## config.mk

```make
export PLATFORM = sky130hd
export DESIGN_NAME = iterative_shift_register
export DESIGN_NICKNAME = d
export VERILOG_FILES = /design/src/rtl/iterative_shift_register.sv
export SDC_FILE = /design/constraint.sdc
export NUM_CORES = 1
export LEC_CHECK = 0
export ABC_AREA = 1
export BUFFER_PORTS_ARGS = -buffer_cell sky130_fd_sc_hd__clkbuf_2
export CORE_UTILIZATION = 50
export DETAILED_ROUTE_END_ITERATION = 8
export PLACE_DENSITY = 0.76
export SLEW_MARGIN = 10
export SYNTH_ARGS = -nofsm -noshare
export SYNTH_HDL_FRONTEND = slang
export SYNTH_SLANG_ARGS = --single-unit
```

## constraint.sdc

```tcl
create_clock -name clk -period 1.4 [get_ports clk]
set_clock_uncertainty 0.05 [all_clocks]
set_input_delay 0.07 -clock clk [delete_from_list [all_inputs] [get_ports clk]]
set_output_delay 0.07 -clock clk [all_outputs]
set_load 0.05 [all_outputs]
```

## src/rtl/iterative_shift_register.sv

```systemverilog
// Multi-mode iterative shift/rotate register: loads a word, then shifts or
// rotates it one bit per clock for AMOUNT steps, with BUSY/DONE handshake.
module iterative_shift_register #(
  parameter int unsigned WIDTH = 4,
  parameter int unsigned AMT_W = 3
) (
  input  logic             clk,
  input  logic             rst_n,
  input  logic [WIDTH-1:0] in1_i,
  input  logic             load_enable_i,
  input  logic             start_i,
  input  logic [2:0]       mode_i,
  input  logic [AMT_W-1:0] amount_i,
  input  logic             serial_in_i,
  output logic [WIDTH-1:0] out_o,
  output logic             flag_o,
  output logic             zero_o,
  output logic             busy_o,
  output logic             done_o
);

  localparam logic [2:0] MODE_LSL  = 3'b000;
  localparam logic [2:0] MODE_LSR  = 3'b001;
  localparam logic [2:0] MODE_ASR  = 3'b010;
  localparam logic [2:0] MODE_ROL  = 3'b011;
  localparam logic [2:0] MODE_ROR  = 3'b100;
  localparam logic [2:0] MODE_LSLS = 3'b101;
  localparam logic [2:0] MODE_LSRS = 3'b110;

  typedef enum logic [1:0] {
    ST_IDLE  = 2'd0,
    ST_SHIFT = 2'd1,
    ST_FIN   = 2'd2
  } state_e;

  state_e           state_q, state_d;
  logic [WIDTH-1:0] data_q, data_d;
  logic             flag_q, flag_d;
  logic             busy_q, busy_d;
  logic             done_q, done_d;
  logic [AMT_W-1:0] cnt_q, cnt_d;
  logic [2:0]       mode_q, mode_d;
  logic [WIDTH-1:0] step_data;
  logic             step_flag;

  // One single-bit step of the captured operation; FLAG takes the exiting bit.
  always_comb begin
    step_data = data_q;
    step_flag = 1'b0;
    case (mode_q)
      MODE_LSL: begin
        step_data = {data_q[WIDTH-2:0], 1'b0};
        step_flag = data_q[WIDTH-1];
      end
      MODE_LSR: begin
        step_data = {1'b0, data_q[WIDTH-1:1]};
        step_flag = data_q[0];
      end
      MODE_ASR: begin
        step_data = {data_q[WIDTH-1], data_q[WIDTH-1:1]};
        step_flag = data_q[0];
      end
      MODE_ROL: begin
        step_data = {data_q[WIDTH-2:0], data_q[WIDTH-1]};
        step_flag = data_q[WIDTH-1];
      end
      MODE_ROR: begin
        step_data = {data_q[0], data_q[WIDTH-1:1]};
        step_flag = data_q[0];
      end
      MODE_LSLS: begin
        step_data = {data_q[WIDTH-2:0], serial_in_i};
        step_flag = data_q[WIDTH-1];
      end
      MODE_LSRS: begin
        step_data = {serial_in_i, data_q[WIDTH-1:1]};
        step_flag = data_q[0];
      end
      default: begin
        step_data = data_q;
        step_flag = 1'b0;
      end
    endcase
  end

  // Next-state logic; load wins over start, both ignored outside IDLE.
  always_comb begin
    state_d = state_q;
    data_d  = data_q;
    flag_d  = flag_q;
    cnt_d   = cnt_q;
    mode_d  = mode_q;
    case (state_q)
      ST_IDLE: begin
        if (load_enable_i) begin
          data_d = in1_i;
          flag_d = 1'b0;
        end else if (start_i) begin
          if (amount_i == '0) begin
            state_d = ST_FIN;
          end else begin
            mode_d  = mode_i;
            cnt_d   = amount_i;
            state_d = ST_SHIFT;
          end
        end
      end
      ST_SHIFT: begin
        data_d = step_data;
        flag_d = step_flag;
        cnt_d  = cnt_q - AMT_W'(1);
        if (cnt_q == AMT_W'(1)) begin
          state_d = ST_FIN;
        end
      end
      ST_FIN:  state_d = ST_IDLE;
      default: state_d = ST_IDLE;
    endcase
    busy_d = (state_d != ST_IDLE);
    done_d = (state_d == ST_FIN);
  end

  always_ff @(posedge clk or negedge rst_n) begin
    if (!rst_n) begin
      state_q <= ST_IDLE;
      data_q  <= '0;
      flag_q  <= 1'b0;
      busy_q  <= 1'b0;
      done_q  <= 1'b0;
      cnt_q   <= '0;
      mode_q  <= '0;
    end else begin
      state_q <= state_d;
      data_q  <= data_d;
      flag_q  <= flag_d;
      busy_q  <= busy_d;
      done_q  <= done_d;
      cnt_q   <= cnt_d;
      mode_q  <= mode_d;
    end
  end

  assign out_o  = data_q;
  assign flag_o = flag_q;
  assign zero_o = (data_q == '0);
  assign busy_o = busy_q;
  assign done_o = done_q;

endmodule

```

; ---- Word-level counts from Yosys, hierarchy flattened
; Index checks and enable logic that the tools add are counted.
; Widths: inputs -> output; s select.
[totals]
output_inout_bits = 8
register_bits = 15
[classes]
bitwise_logic = 2
muxes = 15
add_sub_neg = 1
reduce_logical = 13
eq_ne = 16
[ops]
columns = cell, n
row1 = $pmux 4 s7, 1
row2 = $reduce_and 4->1, 3
row3 = $ne 2x2->1 const B, 5
row4 = $eq 3x3->1 const B, 3
row5 = $mux 3, 3
row6 = $mux 2, 4
row7 = $ne 8x1->1 const B, 1
row8 = $pmux 4 s2, 1
row9 = $ne 7x1->1 const B, 1
row10 = $eq 3x1->1 const B, 2
row11 = $eq 3x2->1 const B, 2
row12 = $logic_not 3->1, 2
row13 = $pmux 3 s2, 1
row14 = $logic_not 4->1, 1
row15 = $mux 4, 1
row16 = $pmux 1 s2, 2
row17 = $pmux 2 s2, 1
row18 = $reduce_bool 2->1, 2
row19 = $reduce_or 4->1, 1
row20 = $reduce_and 3->1, 1
row21 = $reduce_or 3->1, 1
row22 = $sub 3x1->3 const B, 1
row23 = $eq 2x1->1 const B, 1
row24 = $eq 2x2->1 const B, 1
row25 = 4 further kinds, 5

; ---- Depth between registers and ports, before layout
; Gate-level depths: netlist (run 1).
[logic_depth]
word_depth = 6
depth_mapped = 8
mapped_depth_nobuf = 8

; ---- Least setup slack after synthesis (run 1)
; OpenSTA, ideal clock, no wires.
[synth_timing]
path_type = reg2out
startpoint = register data_q[3] (netlist: out_o[3])
endpoint = output zero_o
required_time_ps = 1280
stages_incl_launch_ff = 2
setup_slack_ps = -916
n_path_buf = 0
arrival_ps = 2196
cell_sequence = dfrtp_1 nor4_1
[synth_via]
elab_chain_len = 1
[synth_lines]
columns = element, line_no
row1 = "start, declared", 37  ; logic [WIDTH-1:0] data_q, data_d;
row2 = "start signal, assigned", 134  ; data_q <= data_d;
row3 = $logic_not 4->1, 145  ; assign zero_o = (data_q == '0);
row4 = "end, declared", 17  ; output logic zero_o,
; No other way between the ends.

; ---- Final worst setup path (run 1)
[layout_timing]
startpoint = register data_q[0] (netlist: out_o[0])
endpoint = output zero_o
; The elaborated chain is that of the path after synthesis.

==> results_dict.tcl, run 1 <==
set metrics [dict create \
    cts-buffers-inserted 3 \
    hold_slack_ps 38.1 \
    grt_pass1_vias 841 \
    cts.path.max_buffers 2 \
    cp_num_cells 2 \
    crit_slowest_cell "dfrtp_2" \
    ys_types 18 \
    cp_data_required_time_ps 1280 \
    rows 14 \
    cp_data_arrival_time_ps 1240 \
    finalWirelength_mm 2.19 \
    synth_top_cell_by_area "dfrtp_1" \
    cts_root_buffer "clkbuf_4" \
    period_share 0.974 \
    vias 950 \
    grt_first_pass_wirelength_mm 3.48 \
    whs_endpoint "state_q[1]$_DFF_PN0_" \
    grt_max_degree 16 \
    drtPass1Iterations 8 \
    rr_worst_depth 7 \
    postSynthAreaPerCell_um2 7.28 \
    leakage_nw 0.598 \
    p_total_mw 1.86 \
    wl_per_cell_um 13.1 \
    numPortBuffers 22 \
    final_nets 170 \
    htreeDepth 1 \
    crit_buf_inv 1 \
    final_cell_area_mm2 0.00112 \
    synth_top_area_frac 0.434 \
    overflow 0 \
    final_cell_mix "nand2_1 (33), clkbuf_2 (21), inv_1 (14), nor2_1 (13), dfrtp_1 (12)" \
    crit_fanout 5 \
    worstReg2RegStart "mode_q[0]$_DFFE_PN0P_" \
    coreArea_mm2 0.00156 \
    start_kind "flop" \
    p_per_area_mw_per_mm2 1650 \
    maxCapViolations 0 \
    synth-seq-cells 15 \
    die_y_um 43.6 \
    hold_viol 0 \
    period_minus_slack_ps 1360 \
    grt_antenna_before_repair 0 \
    yosysSeqAreaShare 0.434 \
    placedInstanceArea_mm2 0.00102 \
    vdd_drop_max_mv 0.874 \
    tns_ps 0 \
    syn_nets 136 \
    cp_cell_sequence "nor4_4 > buf_4" \
    drtAntennaViolNets 0 \
    fmax_ghz 0.733 \
    final_common_cell "nand2_1" \
    cts_sinks 15 \
    rrSetupSlack_ps 100 \
    syn-cell-area_um2 866 \
    yosys_warnings 0 \
    dp.cells 158 \
    layout.cells.non_filler 168 \
    vias_per_cell 5.65 \
    cts_tree "built" \
    syn-instance-count 119 \
    finalSetupViolCount 0 \
    failed_checks "design-rule violations" \
    die_area_mm2 0.00190 \
    fp.dieW_um 43.6 \
    drc 1 \
    hold_path_class "input pin to flop" \
    worstMarginPinSlew_ps 384 \
    grt.total_usage 0.247 \
    place_hpwl_mm 1.49 \
    r2r_end "out_o[2]$_DFFE_PN0P_" \
    final_max_slew_viol_count 0 \
    drt_iter0_markers 53 \
    max_stage_delay_ps 460 \
    max-slew-margin-rel 0.744 \
    holdPathStages 3 \
    insertion_delay_ps 290 \
    synth_area_leaders "dfrtp_1 (43%), nand2_1 (15%), inv_1 (6.1%)" \
    drive_above_1_share 0.283 \
    nFillCells 131 \
    area_delta_synth_final_pct 29.9 \
    start_util 0.555 \
    rsz0062_at_grt "no" \
    crit_family "flip-flops" \
    min-delay-start "start_i" \
    path_class "flop to output pin" \
    gp_congestion 0.904 \
    antennaDiodeCount 0 \
    status "complete, but fails checks" \
    cp-end-kind "output pin" \
    cts.clk_slew.worst_paths_ps 90 \
    io_pins 23 \
]
## flip-flops by register name, summed over array words and instances, names as in the netlist
name     flops
flag_o       1
cnt_q        3
done_o       1
out_o        4
mode_q       3
state_q      2
busy_o       1
## worst min-delay path: stages
cell	delay (ps)
clkbuf_2	90
nand2_1	90
o22ai_1	90
## power by group
group	internal, mW	switching [mW]	total (mW)
registers	0.555	0.155	0.709
logic	0.289	0.605	0.894
clock network	0.106	0.145	0.252
## per-layer routing
layer | track usage | wire [um] | up-vias
li1 | - | - | 459
met1 | 0.332 | 892 | 428
met2 | 0.406 | 1060 | 56
met3 | 0.0250 | 198 | 7
met4 | 0.100 | 41 | 0
met5 | 0 | 0 | -
## worst max path at each step
stage / from / endpoint / slack [ps]
2_1_floorplan: out_o[2]$_DFFE_PN0P_ / zero_o / 7
3_3_place_gp: cnt_q[0]$_DFFE_PN0P_ / cnt_q[2]$_DFFE_PN0P_ / 130
3_5_place_dp: cnt_q[0]$_DFFE_PN0P_ / cnt_q[2]$_DFFE_PN0P_ / 60
4_1_cts: out_o[0]$_DFFE_PN0P_ / zero_o / 1
5_1_grt: out_o[0]$_DFFE_PN0P_ / zero_o / 5
6_report: out_o[0]$_DFFE_PN0P_ / zero_o / 40
## Yosys cell counts (all sizes together)
master	n
buf	1
inv	14
nand2	34
nor2	15
nand3	11
or2	1
ha	2
o22ai	2
dfrtp	15
a22oi	1
nor4	1
a21oi	6
nand4	6
o21ai	10
## through the flow
step           setup slack (ps)  utilization
2_1_floorplan              6.95            -
3_3_place_gp                128        0.655
3_5_place_dp               63.9        0.655
4_1_cts                    1.48        0.700
5_1_grt                    5.21        0.722
6_report                   36.0        0.722
## logic make-up after synthesis
group                      share of synthesized area
buffers and inverters                         0.0694
AOI/OAI and AO/OA                              0.120
and+or+nand+nor                                0.348
adders and majority gates                     0.0289
DFF                                            0.434
## area by class of cell
type / instances / area (um^2) / share of cell area
Clock inverter: 1 / 5.00 / 0.00445
Tap cell: 16 / 20.0 / 0.0178
Timing Repair Buffer: 30 / 183 / 0.162
Multi-Input combinational cell: 89 / 463 / 0.412
Sequential cell: 15 / 379 / 0.337
Inverter: 14 / 52.6 / 0.0467
Clock buffer: 3 / 22.5 / 0.0200
## what timing repair did
| item | 4_1_cts | 5_1_grt |
|---|---|---|
| pin swaps | 0 | 1 |
| hold buffers | 4 | 0 |
| gates resized for setup | 1 | 10 |
| setup buffers | 0 | 2 |
| endpoints found under the setup margin | 1 | 7 |
| endpoints found under the hold margin | 18 | 0 |
(Power assumes the default switching activity.)
==> inputs of run 2 (changes only) <==
--- a/config.mk
+++ b/config.mk
@@ -5,11 +5,11 @@
 export SDC_FILE = /design/constraint.sdc
 export NUM_CORES = 1
 export LEC_CHECK = 0
-export ABC_AREA = 1
 export BUFFER_PORTS_ARGS = -buffer_cell sky130_fd_sc_hd__clkbuf_2
-export CORE_UTILIZATION = 50
+export CORE_UTILIZATION = 54
+export CTS_BUF_LIST = sky130_fd_sc_hd__clkbuf_8
 export DETAILED_ROUTE_END_ITERATION = 8
-export PLACE_DENSITY = 0.76
+export PLACE_DENSITY = 0.8
 export SLEW_MARGIN = 10
 export SYNTH_ARGS = -nofsm -noshare
 export SYNTH_HDL_FRONTEND = slang
==> run 2 against run 1 <==
  * The flow finishes with violations (negative setup slack)
  * Maximum frequency decreased by 19%
  * Total power increased by 110%
  * Setup slack got worse by 320 ps
  * Via count increased by 11%
  * Synthesized cell count decreased by 17%
  * Combinational power increased to 3.0 times the previous value
  * Cell count decreased by 3.0%
  * Largest power group unchanged
==> results_dict.tcl, run 2 <==
set metrics [dict create \
    crit_fanout 7 \
    rr_worst_depth 4 \
    wl_per_cell_um 20.6 \
    syn-instance-count 99 \
    final_cell_mix "buf_4 (22), clkbuf_2 (21), dfrtp_1 (11), a21oi_1 (6), mux2i_1 (6)" \
    ys.flop_type "dfrtp_1" \
    cp_data_required_time_ps 1520 \
    yosys_warnings 0 \
    rrSetupSlack_ps -290 \
    placedInstanceArea_mm2 0.00120 \
    insertion_delay_ps 250 \
    leakage_nw 0.716 \
    vdd_drop_max_mv 1.73 \
    period_minus_slack_ps 1690 \
    ys_types 37 \
    htreeDepth 1 \
    start_kind "flop" \
    place_hpwl_mm 1.70 \
    cp_data_arrival_time_ps 1800 \
    grt_antenna_before_repair 0 \
    coreArea_mm2 0.00158 \
    io_pins 23 \
    min-delay-start "mode_i[2]" \
    worstMarginPinSlew_ps 455 \
    final_nets 165 \
    grt.total_usage 0.338 \
    final_max_slew_viol_count 0 \
    maxCapViolations 0 \
    status "complete, but fails checks" \
    whs_endpoint "mode_q[2]$_DFFE_PN0P_" \
    synth_area_leaders "dfrtp_1 (39%), mux2i_1 (6.3%), mux2_4 (4.7%)" \
    finalWirelength_mm 3.35 \
    synth_top_area_frac 0.391 \
    start_util 0.609 \
    overflow 0 \
    antennaDiodeCount 0 \
    layout.cells.non_filler 163 \
    period_share 1.21 \
    p_per_area_mw_per_mm2 2760 \
    holdPathStages 2 \
    r2r_end "cnt_q[1]$_DFFE_PN0P_" \
    yosysMostFrequentCell "dfrtp_1" \
    grt_first_pass_wirelength_mm 4.70 \
    nFillCells 60 \
    route.met3.wl_um 195 \
    largest_reg_flops 4 \
    numPortBuffers 22 \
    failed_checks "negative setup slack" \
    wl_met1_mm 1.30 \
    vias_per_cell 6.47 \
    drtPass1Iterations 7 \
    hold_path_class "input pin to flop" \
    fmax_ghz 0.592 \
    cts_sinks 15 \
    synth-seq-cells 15 \
    cts_tree "built" \
    synth_top_cell_by_area "dfrtp_1" \
    synth_commonest_cells "dfrtp_1 (15), a21oi_1 (8), inv_1 (6), mux2i_1 (6)" \
    cts.clk_slew.worst_paths_ps 70 \
    postSynthAreaPerCell_um2 9.69 \
    die_area_mm2 0.00195 \
    synth-edff-count 0 \
    final_common_cell "buf_4" \
    path_class "flop to flop" \
    cts-buffers-inserted 3 \
    worstReg2RegStart "state_q[1]$_DFF_PN0_" \
    tns_ps -2850 \
    synthArstFlopShare 1.00 \
    gp_congestion 0.776 \
    drive_above_1_share 0.551 \
    fp.dieW_um 44.2 \
    route.met2.wl_mm 1.71 \
    grt_max_degree 16 \
    drtAntennaViolNets 0 \
    dp.cells 147 \
    cp-end-kind "flop" \
    finalSetupViolCount 14 \
    die_y_um 44.2 \
    cts.path.max_buffers 2 \
    grt_pass1_vias 1011 \
    syn-cell-area_um2 960 \
    max-slew-margin-rel 0.692 \
    yosysSeqAreaShare 0.391 \
    vias 1055 \
    area_delta_synth_final_pct 49.7 \
    top_layer "met4" \
    rows 14 \
    rsz0062_at_grt "yes" \
    drt_iter0_markers 44 \
    cts_root_buffer "clkbuf_8" \
    hold_viol 0 \
    final.setup.worst_slack_ps -289 \
    final_cell_area_mm2 0.00144 \
    syn_nets 116 \
    drc 0 \
]
## run 2: cell count changes after synthesis, sizes merged, moves of 3 or more
cell | previous run | this run
clkbuf | 0 | 4
nand3 | 11 | 0
mux2i | 0 | 6
a21oi | 6 | 9
nor2b | 0 | 3
nor2 | 15 | 5
nand4 | 6 | 0
nand2 | 34 | 5
inv | 14 | 6
mux2 | 0 | 5
nand2b | 0 | 6
o21ai | 10 | 5
## run 2: logic make-up after synthesis
kind of cell | after synthesis | synth area share
buffers and inverters | 13 | 0.0613
DFF | 15 | 0.391
xor gates and xnor gates | 1 | 0.00913
AOI/OAI and AO/OA | 30 | 0.210
muxes | 11 | 0.133
adders and majority gates | 2 | 0.0261
and+or+nand+nor | 27 | 0.170
## run 2: critical path, cell delays in order, from the launching register on
cell and delay (ps):
dfrtp_1 400, or4b_4 550, nand2b_4 230, a21oi_2 160, mux2i_1 220
## run 2: where the power goes
| group | switching (mW) | internal, mW | leakage (nW) |
|---|---|---|---|
| logic | 1.45 | 1.25 | 0.509 |
| clock network | 0.164 | 0.197 | 0.0255 |
| registers | 0.267 | 0.646 | 0.181 |
## run 2: stage by stage
step | utilization | hold slack [ps] | setup slack, ps | power, mW
finish | 0.911 | 6.14 | -289 | 3.97
global route | 0.911 | 8.43 | -315 | 4.16
CTS | 0.855 | 8.81 | -221 | 3.53
detailed placement | 0.763 | -44.9 | -216 | 2.95
global placement | 0.763 | -53.8 | -144 | 2.86
floorplan | - | -276 | -202 | 2.32
## run 2: per-layer routing
layer  up-vias  global-route usage
li1        456                   -
met1       521               0.409
met2        62               0.582
met3        16              0.0694
met4         0               0.139
met5         -                   0
## run 2: worst max path at each step
| stage | startpoint | end | cells after the start |
|---|---|---|---|
| 2_1_floorplan | state_q[1]$_DFF_PN0_ | mode_q[0]$_DFFE_PN0P_ | 4 |
| 3_3_place_gp | state_q[1]$_DFF_PN0_ | mode_q[1]$_DFFE_PN0P_ | 3 |
| 3_5_place_dp | state_q[1]$_DFF_PN0_ | cnt_q[1]$_DFFE_PN0P_ | 4 |
| 4_1_cts | state_q[1]$_DFF_PN0_ | cnt_q[1]$_DFFE_PN0P_ | 4 |
| 5_1_grt | state_q[1]$_DFF_PN0_ | cnt_q[1]$_DFFE_PN0P_ | 4 |
| 6_report | state_q[1]$_DFF_PN0_ | cnt_q[1]$_DFFE_PN0P_ | 4 |
## run 2: final cells by class
cell class	instances	area, um^2	share of cell area
Timing Repair Buffer	51	355	0.247
Inverter	6	27.5	0.0192
Tap cell	16	20.0	0.0139
Sequential cell	15	380	0.265
Multi-Input combinational cell	71	607	0.422
Clock buffer	3	41.3	0.0287
Clock inverter	1	5.00	0.00348
## run 2: what timing repair did
item / in CTS / in global routing
gates cloned: 0 / 0
hold endpoints to repair: 15 / 0
buffers inserted: 7 / 4
endpoints found under the setup margin: 12 / 15
pin swaps: 3 / 4
hold buffers: 1 / 0
gates resized for setup: 13 / 15
==> inputs of run 3 (changes only) <==
--- a/config.mk
+++ b/config.mk
@@ -9,7 +9,7 @@
 export CORE_UTILIZATION = 54
 export CTS_BUF_LIST = sky130_fd_sc_hd__clkbuf_8
 export DETAILED_ROUTE_END_ITERATION = 8
-export PLACE_DENSITY = 0.8
+export PLACE_DENSITY = 0.89
 export SLEW_MARGIN = 10
 export SYNTH_ARGS = -nofsm -noshare
 export SYNTH_HDL_FRONTEND = slang
==> constraint.sdc (replaced) <==
create_clock -name clk -period 1.6 [get_ports clk]
set_clock_uncertainty 0.05 [all_clocks]
set_input_delay 0.08 -clock clk [delete_from_list [all_inputs] [get_ports clk]]
set_output_delay 0.08 -clock clk [all_outputs]
set_load 0.05 [all_outputs]
==> run 3 against run 2 <==
  * The run still ends with negative setup slack left
  * Utilization decreased by 16 points
  * Register-to-register slack improved by 260 ps
  * Global-route usage decreased by 8.6 points
  * Via count decreased by 15%
  * Count of clock-buffer cells in the layout unchanged
  * Sequential share of layout area increased by 5.5 points
  * Non-clock buffer count decreased by 22
  * Total power decreased by 31%
  * Combinational power decreased by 41%
==> results_dict.tcl, run 3 (synthesis gave the netlist of run 2 again) <==
set metrics [dict create \
    area_delta_synth_final_pct 23.9 \
    p_total_mw 2.74 \
    cp_data_arrival_time_ps 1710 \
    nFillCells 109 \
    swShare 0.481 \
    fmax_ghz 0.614 \
    period_share 1.02 \
    hold_slack_ps 19.9 \
    leakage_nw 0.583 \
    drt_iter0_markers 25 \
    finalWirelength_mm 2.22 \
    cp_data_required_time_ps 1690 \
    start_util 0.609 \
    p_sw_mw 1.32 \
    whs_endpoint "mode_q[1]$_DFFE_PN0P_" \
    register_area_um2 380 \
    placedInstanceArea_mm2 0.00109 \
    drtAntennaViolNets 0 \
    worstMarginPinSlew_ps 383 \
    cts.path.max_buffers 2 \
    grt_max_degree 16 \
    final.setup.worst_slack_ps -27.5 \
    insertion_delay_ps 250 \
    dp_worst_setup_slack_ps -16.0 \
    final_nets 143 \
    fp.dieW_um 44.2 \
    cts_root_buffer "clkbuf_8" \
    final_max_slew_viol_count 0 \
    period_minus_slack_ps 1630 \
    rsz0062_at_grt "yes" \
    rr_worst_depth 4 \
    final_cell_area_mm2 0.00119 \
    max-slew-margin-rel 0.745 \
    numPortBuffers 22 \
    vias_per_cell 6.33 \
    gp_congestion 0.854 \
    grt_first_pass_wirelength_mm 3.55 \
    largest_reg_flops 4 \
    hold_viol 0 \
    overflow 0 \
    worstReg2RegStart "state_q[1]$_DFF_PN0_" \
    crit_fanout 7 \
    cts-buffers-inserted 3 \
    cts_sinks 15 \
    rows 14 \
    cp-end-kind "flop" \
    grt_pass1_vias 818 \
    rrSetupSlack_ps -30 \
    cts.clk_slew.worst_paths_ps 60 \
    coreArea_mm2 0.00158 \
    pwr-share-clk 0.108 \
    drive_above_1_share 0.368 \
    p_per_area_mw_per_mm2 2300 \
    final_util 0.754 \
    failed_checks "negative setup slack" \
    hold_path_class "input pin to flop" \
    path_class "flop to flop" \
    p_int_mw 1.42 \
    p_comb_frac 0.582 \
    vias 893 \
    cts_tree "built" \
    holdPathStages 2 \
    start_kind "flop" \
    io_pins 23 \
    min-delay-start "mode_i[1]" \
    final_common_cell "clkbuf_2" \
    r2r_end "cnt_q[2]$_DFFE_PN0P_" \
    vdd_drop_max_mv 1.34 \
    wl_per_cell_um 15.7 \
    finalSetupViolCount 4 \
    status "complete, but fails checks" \
    place_hpwl_mm 1.57 \
    die_y_um 44.2 \
    htreeDepth 1 \
    antennaDiodeCount 0 \
    grt.total_usage 0.253 \
    die_area_mm2 0.00195 \
    drtPass1Iterations 6 \
    grt_antenna_before_repair 0 \
    final_cell_mix "clkbuf_2 (22), dfrtp_1 (11), a21oi_1 (8), inv_1 (7)" \
    multi_input_area_um2 556 \
    p_seq_frac 0.310 \
    drc 0 \
    maxCapViolations 0 \
]
[run 3: repair_timing]
action / 4_1_cts / 5_1_grt
endpoints found under the hold margin: 15 / 0
setup buffers: 1 / 2
endpoints found under the setup margin: 3 / 9
hold buffers: 1 / 0
pin swaps: 1 / 0
resized for setup: 0 / 6
[run 3: per-layer routing]
layer	vias to the layer above	global-route usage	wire length, um
met2	31	0.447	1130
met4	0	0.0606	39
met3	8	0.0857	132
met5	-	0	0
met1	441	0.292	920
li1	413	-	-
[run 3: worst max-delay path, stage by stage (launching register included)]
cell      delay [ps]
dfrtp_1          400
or4b_4           520
nand2b_4         220
mux2i_1          150
o21a_1           180
[run 3: worst max path at each step]
stage                               from               endpoint  depth (start not counted)
CTS                 state_q[1]$_DFF_PN0_   cnt_q[2]$_DFFE_PN0P_                          4
finish              state_q[1]$_DFF_PN0_   cnt_q[2]$_DFFE_PN0P_                          4
global route        state_q[1]$_DFF_PN0_   cnt_q[2]$_DFFE_PN0P_                          4
detailed placement  state_q[1]$_DFF_PN0_   cnt_q[2]$_DFFE_PN0P_                          4
floorplan           state_q[1]$_DFF_PN0_  mode_q[0]$_DFFE_PN0P_                          4
global placement    state_q[1]$_DFF_PN0_  mode_q[1]$_DFFE_PN0P_                          3
[run 3: area by class of cell]
class | instances | share of cell area
clock inverter | 1 | 0.00316
sequential | 15 | 0.320
clock buffer | 3 | 0.0347
inverter | 6 | 0.0189
timing repair buffer | 29 | 0.139
tap | 16 | 0.0168
multi-input combinational | 71 | 0.467
[run 3: stage by stage]
stage	setup TNS (ps)	cells
2_1_floorplan	-8.70	99
5_1_grt	-151	141
4_1_cts	-1.78	139
3_5_place_dp	-18.1	133
6_report	-60.7	141
3_3_place_gp	0	133
[run 3: power groups by stage]
| stage | Combinational [mW] | Sequential, mW | Clock (mW) |
|---|---|---|---|
| after floorplan | 1.02 | 0.971 | 0 |
| after global placement | 1.43 | 0.819 | 0 |
| after detailed placement | 1.48 | 0.842 | 0 |
| after CTS | 1.51 | 0.837 | 0.305 |
| after global routing | 1.72 | 0.880 | 0.323 |
| final | 1.59 | 0.849 | 0.296 |
